<file path="src/rtl/softreg_cmd_seq.sv">
// softreg_cmd_seq: replays a programmable table of SoftReg requests into an accelerator, then waits for completion
module softreg_cmd_seq #(
  parameter int DEPTH   = 16,
  parameter int ADDR_W  = 32,
  parameter int DATA_W  = 64,
  parameter int TIMEOUT = 0,
  parameter int IDX_W   = $clog2(DEPTH + 1)
) (
  input  logic              clk,
  input  logic              rst,
  input  logic              cfg_we,
  input  logic [IDX_W-1:0]  cfg_idx,
  input  logic              cfg_is_write,
  input  logic [ADDR_W-1:0] cfg_addr,
  input  logic [DATA_W-1:0] cfg_data,
  input  logic [IDX_W-1:0]  cfg_len,
  input  logic [7:0]        cfg_gap,
  input  logic [7:0]        cfg_resp_expect,
  input  logic              start,
  output logic              busy,
  output logic              done,
  output logic              timed_out,
  output logic [DATA_W-1:0] resp_last_data,
  output logic [31:0]       run_cycles,
  output logic              softreg_req_valid,
  output logic              softreg_req_isWrite,
  output logic [ADDR_W-1:0] softreg_req_addr,
  output logic [DATA_W-1:0] softreg_req_data,
  input  logic              softreg_resp_valid,
  input  logic [DATA_W-1:0] softreg_resp_data
);
  localparam int AW = DEPTH > 1 ? $clog2(DEPTH) : 1;
  localparam int EW = 1 + ADDR_W + DATA_W;
  localparam logic [IDX_W-1:0] DEPTH_L = IDX_W'(DEPTH);
  localparam logic [2:0] S_IDLE  = 3'd0;
  localparam logic [2:0] S_ISSUE = 3'd1;
  localparam logic [2:0] S_GAP   = 3'd2;
  localparam logic [2:0] S_WAIT  = 3'd3;
  localparam logic [2:0] S_DONE  = 3'd4;
  logic [2:0]        state_q, state_d;
  logic [IDX_W-1:0]  ptr_q, ptr_d, len_q, len_d, len_clamp, ptr_inc;
  logic [7:0]        gap_q, gap_d, gcnt_q, gcnt_d, exp_q, exp_d, rcnt_q, rcnt_d;
  logic [31:0]       wait_q, wait_d, run_q, run_d;
  logic              done_q, done_d, to_q, to_d, req_valid_q, req_valid_d;
  logic [DATA_W-1:0] rlast_q, rlast_d;
  logic [EW-1:0]     req_q, req_d, entry_n, cfg_entry;
  logic [EW-1:0]     tbl_q [DEPTH];
  logic              ready, active, go, wr, complete;
  assign ready     = state_q == S_IDLE || state_q == S_DONE;
  assign active    = state_q == S_ISSUE || state_q == S_GAP || state_q == S_WAIT;
  assign go        = start && ready;
  assign wr        = cfg_we && ready && cfg_idx < DEPTH_L;
  assign cfg_entry = {cfg_is_write, cfg_addr, cfg_data};
  assign len_clamp = cfg_len > DEPTH_L ? DEPTH_L : cfg_len;
  assign ptr_inc   = ptr_q + 1'b1;
  assign complete  = {1'b0, rcnt_q} + {8'd0, softreg_resp_valid} >= {1'b0, exp_q};
  // Run sequencing: latch the run setup on start, walk the table with gaps, then wait for responses or timeout
  always_comb begin
    state_d = state_q;
    ptr_d   = ptr_q;
    len_d   = len_q;
    gap_d   = gap_q;
    exp_d   = exp_q;
    gcnt_d  = gcnt_q;
    wait_d  = wait_q;
    done_d  = 1'b0;
    to_d    = to_q;
    case (state_q)
      S_IDLE, S_DONE: if (go) begin
        len_d   = len_clamp;
        gap_d   = cfg_gap;
        exp_d   = cfg_resp_expect;
        ptr_d   = '0;
        wait_d  = 32'd0;
        to_d    = 1'b0;
        state_d = len_clamp != '0 ? S_ISSUE : S_WAIT;
      end
      S_ISSUE: begin
        ptr_d   = ptr_inc;
        gcnt_d  = 8'd0;
        wait_d  = 32'd0;
        state_d = ptr_inc == len_q ? S_WAIT : gap_q != 8'd0 ? S_GAP : S_ISSUE;
      end
      S_GAP: begin
        gcnt_d  = gcnt_q + 8'd1;
        state_d = gcnt_q == gap_q - 8'd1 ? S_ISSUE : S_GAP;
      end
      S_WAIT: begin
        wait_d  = wait_q + 32'd1;
        done_d  = complete;
        to_d    = !complete && TIMEOUT > 0 && wait_q == 32'(TIMEOUT - 1);
        state_d = complete || to_d ? S_DONE : S_WAIT;
      end
      default: state_d = S_IDLE;
    endcase
  end
  // Request and status datapath; a table write on the start cycle is forwarded so entry 0 sees it
  always_comb begin
    entry_n     = wr && cfg_idx == ptr_d ? cfg_entry : tbl_q[ptr_d[AW-1:0]];
    req_valid_d = state_d == S_ISSUE;
    req_d       = req_valid_d ? entry_n : '0;
    rcnt_d      = go ? 8'd0 : active && softreg_resp_valid && rcnt_q != 8'hff ? rcnt_q + 8'd1 : rcnt_q;
    rlast_d     = active && softreg_resp_valid ? softreg_resp_data : rlast_q;
    run_d       = go ? 32'd0 : active && run_q != 32'hffff_ffff ? run_q + 32'd1 : run_q;
  end
  // Control and output registers, cleared by the active-low synchronous reset
  always_ff @(posedge clk) begin
    if (!rst) begin
      state_q     <= S_IDLE;
      ptr_q       <= '0;
      len_q       <= '0;
      gap_q       <= 8'd0;
      exp_q       <= 8'd0;
      gcnt_q      <= 8'd0;
      rcnt_q      <= 8'd0;
      wait_q      <= 32'd0;
      run_q       <= 32'd0;
      done_q      <= 1'b0;
      to_q        <= 1'b0;
      rlast_q     <= '0;
      req_valid_q <= 1'b0;
      req_q       <= '0;
    end else begin
      state_q     <= state_d;
      ptr_q       <= ptr_d;
      len_q       <= len_d;
      gap_q       <= gap_d;
      exp_q       <= exp_d;
      gcnt_q      <= gcnt_d;
      rcnt_q      <= rcnt_d;
      wait_q      <= wait_d;
      run_q       <= run_d;
      done_q      <= done_d;
      to_q        <= to_d;
      rlast_q     <= rlast_d;
      req_valid_q <= req_valid_d;
      req_q       <= req_d;
    end
  end
  // Command table storage; contents survive reset so a run can be replayed
  always_ff @(posedge clk) begin
    if (wr) tbl_q[cfg_idx[AW-1:0]] <= cfg_entry;
  end
  assign busy              = active;
  assign done              = done_q;
  assign timed_out         = to_q;
  assign resp_last_data    = rlast_q;
  assign run_cycles        = run_q;
  assign softreg_req_valid = req_valid_q;
  assign {softreg_req_isWrite, softreg_req_addr, softreg_req_data} = req_q;
endmodule

</file>
<file path="config.mk">
export PLATFORM = sky130hd
export DESIGN_NAME = softreg_cmd_seq
export DESIGN_NICKNAME = d
export VERILOG_FILES = /design/src/rtl/softreg_cmd_seq.sv
export SDC_FILE = /design/constraint.sdc
export NUM_CORES = 2
export LEC_CHECK = 0
export BUFFER_PORTS_ARGS = -buffer_cell sky130_fd_sc_hd__buf_2
export CAP_MARGIN = 5
export CORE_MARGIN = 5
export CORE_UTILIZATION = 61
export DETAILED_ROUTE_END_ITERATION = 10
export GPL_ROUTABILITY_DRIVEN = 0
export PLACE_DENSITY = 0.82
export SLEW_MARGIN = 20
export SYNTH_ARGS = -nofsm -noshare
export SYNTH_HDL_FRONTEND = slang
export SYNTH_SLANG_ARGS = --single-unit
</file>
<file path="constraint.sdc">
create_clock -name clk -period 10.9 [get_ports clk]
set_input_delay 1.09 -clock clk [delete_from_list [all_inputs] [get_ports clk]]
set_output_delay 1.09 -clock clk [all_outputs]
set_load 0.05 [all_outputs]
</file>
### After elaboration in Yosys (flattened, before gate mapping)

Memories as Yosys holds them, arrays and structs flattened. A register that Yosys moved wholly into a read port is not among the register bits.
Index checks and enable logic that the tools add are counted.
W data, S select, Z words.

* memory bits (writable): 1552
* output and inout bits: 197
* memories kept: 1
* register bits after elaboration: 144
* bits of input ports: 192
* logic and storage cells: 69

Memory list
* tbl_q: depth 16, bits a word 97, rd ports 1, clocked after memory_dff 1, wr ports 1, line 47 `logic [EW-1:0] tbl_q [DEPTH];`

* multiplexer cells: 15
* equality and inequality tests: 10
* bitwise logic cells: 1
* add/subtract/negate cells: 6
* reductions and logical operators: 21
* magnitude comparators: 3

Operators by type and width (number)
* $add A32 B1 Y32 const B: 1
* $ne A32 B32 Y1 const B: 1
* $add A8 B1 Y8 const B: 2
* $pmux W8 S2: 1
* $pmux W3 S4: 1
* $mux W5: 2
* $pmux W5 S2: 1
* $add A8 B1 Y9: 1
* $ge A9 B8 Y1: 1
* $eq A8 B8 Y1: 1
* $mux W2: 4
* $ne A8 B8 Y1 const B: 1
* $reduce_and A2 Y1: 4
* $reduce_bool A8 Y1: 1
* $sub A8 B1 Y8 const B: 1
* $eq A3 B1 Y1 const B: 2
* $eq A3 B2 Y1 const B: 2
* $logic_and A1 B1 Y1: 6
* $mux W3: 2
* $add A5 B1 Y5 const B: 1
* $eq A5 B5 Y1: 1
* $gt A5 B5 Y1 const B: 1
* $lt A5 B5 Y1 const B: 1
* $reduce_bool A5 Y1: 1
* other kinds (10): 16

### Depth between registers and ports, before layout

* depth after elaboration: 9
* gate-level depth with buffers: 13
* depth with buffers taken out: 11

### Least setup slack after synthesis

Ideal clock, no wire load.

* path kind: input to register
* from: input port cfg_idx[4]
* to: memory tbl_q[0][0] (netlist name) (enable)
* data required time: 10.228 ns
* path buffers: 0
* library setup time: 0.672 ns
* cell stages on the path: 4
* setup slack: 1.826 ns
* arrival time: 8.402 ns
* cells stage by stage: nor4b_1 nor2b_1 nand2b_1 nor3_1

* longest elaborated chain between the ends: 4

RTL lines
* start, declared: line 12 `input logic [IDX_W-1:0] cfg_idx,`
* $lt A5 B5 Y1: line 52 `assign wr = cfg_we && ready && cfg_idx < DEPTH_L;`
* $logic_and A1 B1 Y1: line 52
* $mux W1: line 142 `if (wr) tbl_q[cfg_idx[AW-1:0]] <= cfg_entry;`
* $mux W1 (not written as such): line 142
* end, declared: line 47

No other way between the ends.

### Final worst setup path

* from: register state_q[0]
* to: register req_q[55] (read register of tbl_q)

* longest elaborated chain between the ends: 8
* elaborated cells on any way between the ends: 15
* those cells by class: eq/ne (5); mux (4); reduce/logical (6)

RTL lines
* start, declared: line 40 `logic [2:0] state_q, state_d;`
* start signal, assigned: line 124 `state_q <= state_d;`
* $eq A3 B3 Y1 or $logic_not A3 Y1 (tied branches): line 49, 68
* $logic_or A1 B1 Y1: line 49 `assign ready = state_q == S_IDLE || state_q == S_DONE;`
* $logic_and A1 B1 Y1: line 51 `assign go = start && ready;`
* $mux W3: line 69 `S_IDLE, S_DONE: if (go) begin`
* $pmux W3 S4: line 68 `case (state_q)`
* $eq A3 B1 Y1: line 100 `req_valid_d = state_d == S_ISSUE;`
* $reduce_and A2 Y1 (no source line)
* $logic_not A1 Y1 (no source line)
* end, declared: line 46 `logic [EW-1:0] req_q, req_d, entry_n, cfg_entry;`

Parallel ways exist; a longest one is shown, timed or not.
A chain may end at the register's enable or synchronous reset.

==> impl_metrics.env <==
export IMPL_outcome="completed"
export IMPL_wl_per_cell_um=25.3
export IMPL_ys_flop_type="edfxtp_1"
export IMPL_rows=124
export IMPL_clock_sinks=1792
export IMPL_cap_violations=0
export IMPL_end_kind="register"
export IMPL_grt_pass1_vias=45200
export IMPL_ctsHoldBuffers=0
export IMPL_grt_pass1_wl_um=273000
export IMPL_avgSynthCellArea_um2=13.1
export IMPL_fmax_ghz=0.193
export IMPL_routed_wl_um=183000
export IMPL_timing_setup_tns_ps=0
export IMPL_drive_gt1_share_pct=13.6
export IMPL_synth_area_um2=69800
export IMPL_dr_pass1_iters=6
export IMPL_p_leak_nw=27.0
export IMPL_drtAntennaViolNets=0
export IMPL_syn_inst=5342
export IMPL_cts_tree="yes"
export IMPL_ctsResizeCount=0
export IMPL_worstMarginPinSlew_ps=1200
export IMPL_dieArea_um2=121000
export IMPL_via_per_inst=6.44
export IMPL_fin_crit_sh_pct=47.6
export IMPL_hp_start="resp_last_data[36]$_SDFFE_PN0P_"
export IMPL_post_route_min_period_ps=5180
export IMPL_final_cells=7260
export IMPL_io_pins=389
export IMPL_syn_to_final_growth_pct=12.6
export IMPL_antenna_found_initial=34
export IMPL_cts_root_buf="clkbuf_16"
export IMPL_synth_edf_count=1552
export IMPL_power_density_nw_per_um2=203
export IMPL_ir_drop_uv=165
export IMPL_maxSlewViolCount=0
export IMPL_cp_startpoint="state_q[0]$_SDFF_PN0_"
export IMPL_async_reset_ff_share_pct=0
export IMPL_hold_path_class="reg -> reg"
export IMPL_rsz0062_at_grt="false"
export IMPL_nets=5788
export IMPL_ys_ff_latch=1792
export IMPL_grt_ovfl_total=0
export IMPL_stdcell_area_um2=78600
export IMPL_cp_max_fo=63
export IMPL_die_width_um=348
export IMPL_synth_area_leaders="edfxtp_1 67%, dfxtp_1 6.9%, nand2_1 6.3%"
export IMPL_yosysWarnings=0
export IMPL_postCtsSetupBuffers=0
export IMPL_dpl_cell_count=6921
export IMPL_io_buffers=387
export IMPL_synth_top_area_share_pct=66.8
export IMPL_relSlewSlack_pct=20.3
export IMPL_finalSetupViolCount=0
export IMPL_path_class="reg -> reg"
export IMPL_cts_buffers=169
export IMPL_cp_start_kind="register"
export IMPL_dp_hpwl_um=89000
export IMPL_die_h_um=348
export IMPL_clk_pin_slew_ps=60
export IMPL_worst_ep_arrival_time_ps=5800
export IMPL_vias=46700
export IMPL_syn_num_nets=5550
export IMPL_critPathRequiredTime_ps=11510
export IMPL_clk_latency_ps=780
export IMPL_track_usage_pct=29.3
export IMPL_hold_viol_final=0
export IMPL_core_um2=114000
export IMPL_start_util_pct=61.2
export IMPL_yosysSeqAreaShare_pct=73.7
export IMPL_h_tree_depth=4
export IMPL_clock_path_buffers=3
export IMPL_drc_errors=0
export IMPL_synth_cell_types=64
export IMPL_place_area_um2=72900
export IMPL_skew_ps=23.4
export IMPL_drtIter0Drc=7283
export IMPL_synth_top_area_cell="edfxtp_1"
export IMPL_grt_max_degree=234
export IMPL_synthTopCellsByCount="1552 x edfxtp_1, 1168 x nand2_1, 609 x nand3_1"
export IMPL_r2r_start="state_q[0]$_SDFF_PN0_"
export IMPL_post_synth_top_count_cell="edfxtp_1"
final cells by class:
| cell class | count | area (um2) |
|---|---|---|
| Tap cell | 1512 | 1890 |
| Antenna cell | 23 | 57.6 |
| Inverter | 15 | 56.3 |
| Fill cell | 7291 | 35500 |
| Timing Repair Buffer | 455 | 2550 |
| Sequential cell | 1792 | 51400 |
| Clock inverter | 70 | 818 |
| Clock buffer | 246 | 4820 |
| Multi-Input combinational cell | 3147 | 17000 |
metal layers:
| layer | vias up | routed length [um] | global-route usage [%] |
|---|---|---|---|
| li1 | 20400 | - | - |
| met1 | 22800 | 66800 | 39.3 |
| met2 | 3108 | 88400 | 47.4 |
| met3 | 446 | 21700 | 6.53 |
| met4 | 6 | 6450 | 11.8 |
| met5 | - | 40 | 0 |
per-stage QoR:
step                setup WS, ps  hold WS [ps]  total power, W  utilization (%)
floorplan                   1830           436         0.00942                -
global placement            5290           438          0.0100             63.9
detailed placement          5180           443          0.0101             63.9
CTS                         5780           451          0.0159             68.8
global route                5500           471          0.0164             68.9
finish                      5720           451          0.0159             68.9
worst paths after layout:
kind                                      to  slack [ps]  cells past startpoint
max reg2reg             req_q[55]$_SDFF_PN0_        5720                      8
max                     req_q[55]$_SDFF_PN0_        5720                      8
min reg2reg  resp_last_data[36]$_SDFFE_PN0P_         450                      2
min          resp_last_data[36]$_SDFFE_PN0P_         450                      2
flip-flops by register name (all words and copies together), names as in the netlist:
name	flops
done	1
exp_q	8
gap_q	8
gcnt_q	8
len_q	5
ptr_q	5
rcnt_q	8
req_q	97
resp_last_data	64
run_cycles	32
softreg_req_valid	1
state_q	3
tbl_q	1552
worst max-delay path, stage by stage (launching register included):
cell,delay [ps]
dfxtp_1,480
or3b_1,780
o211ai_1,340
and2_4,740
xnor2_1,230
nor3_4,270
nand2b_4,960
buf_4,920
o31ai_1,230
cell usage in the layout, fill, tap and decap left out, types with 6 or more instances in the layout:
cell type  instances
a31oi_1          194
bufinv_16         14
buf_2            387
o2111ai_1         96
xor2_1            32
dfxtp_1          240
xnor2_1           30
ha_1              16
nor3_1            12
o31ai_2           40
and3_1           201
edfxtp_1        1552
clkinv_1          20
nor2_4            12
inv_1             14
clkbuf_8          19
a21oi_1          196
nand4_1           15
buf_4             60
nand3b_1           8
and2_1             6
o22ai_1           97
nand3_1          609
clkbuf_1          51
clkbuf_16        174
o31ai_1           57
mux2i_1           99
diode_2           23
clkinv_2          20
nand2b_1           6
o21ai_0          102
nand2_1         1164
nor2_1            73
buf_12             8
cells by family after synthesis:
family,Yosys count,synth area share (%)
and+or+nand+nor,2154,13.8
DFF,1792,73.7
AOI/OAI and AO/OA,815,7.70
buffers and inverters,403,2.28
muxes,99,1.42
xor gates and xnor gates,62,0.778
adders and majority gates,16,0.287
other,1,0.00538
where the power goes:
part | internal, W | switching [W] | total (W)
Combinational | 0.000568 | 0.00171 | 0.00227
Sequential | 0.00761 | 0.0000991 | 0.00771
Clock | 0.00342 | 0.00250 | 0.00593
Total | 0.0116 | 0.00431 | 0.0159
Note: power is estimated with default switching activity, not from simulation.
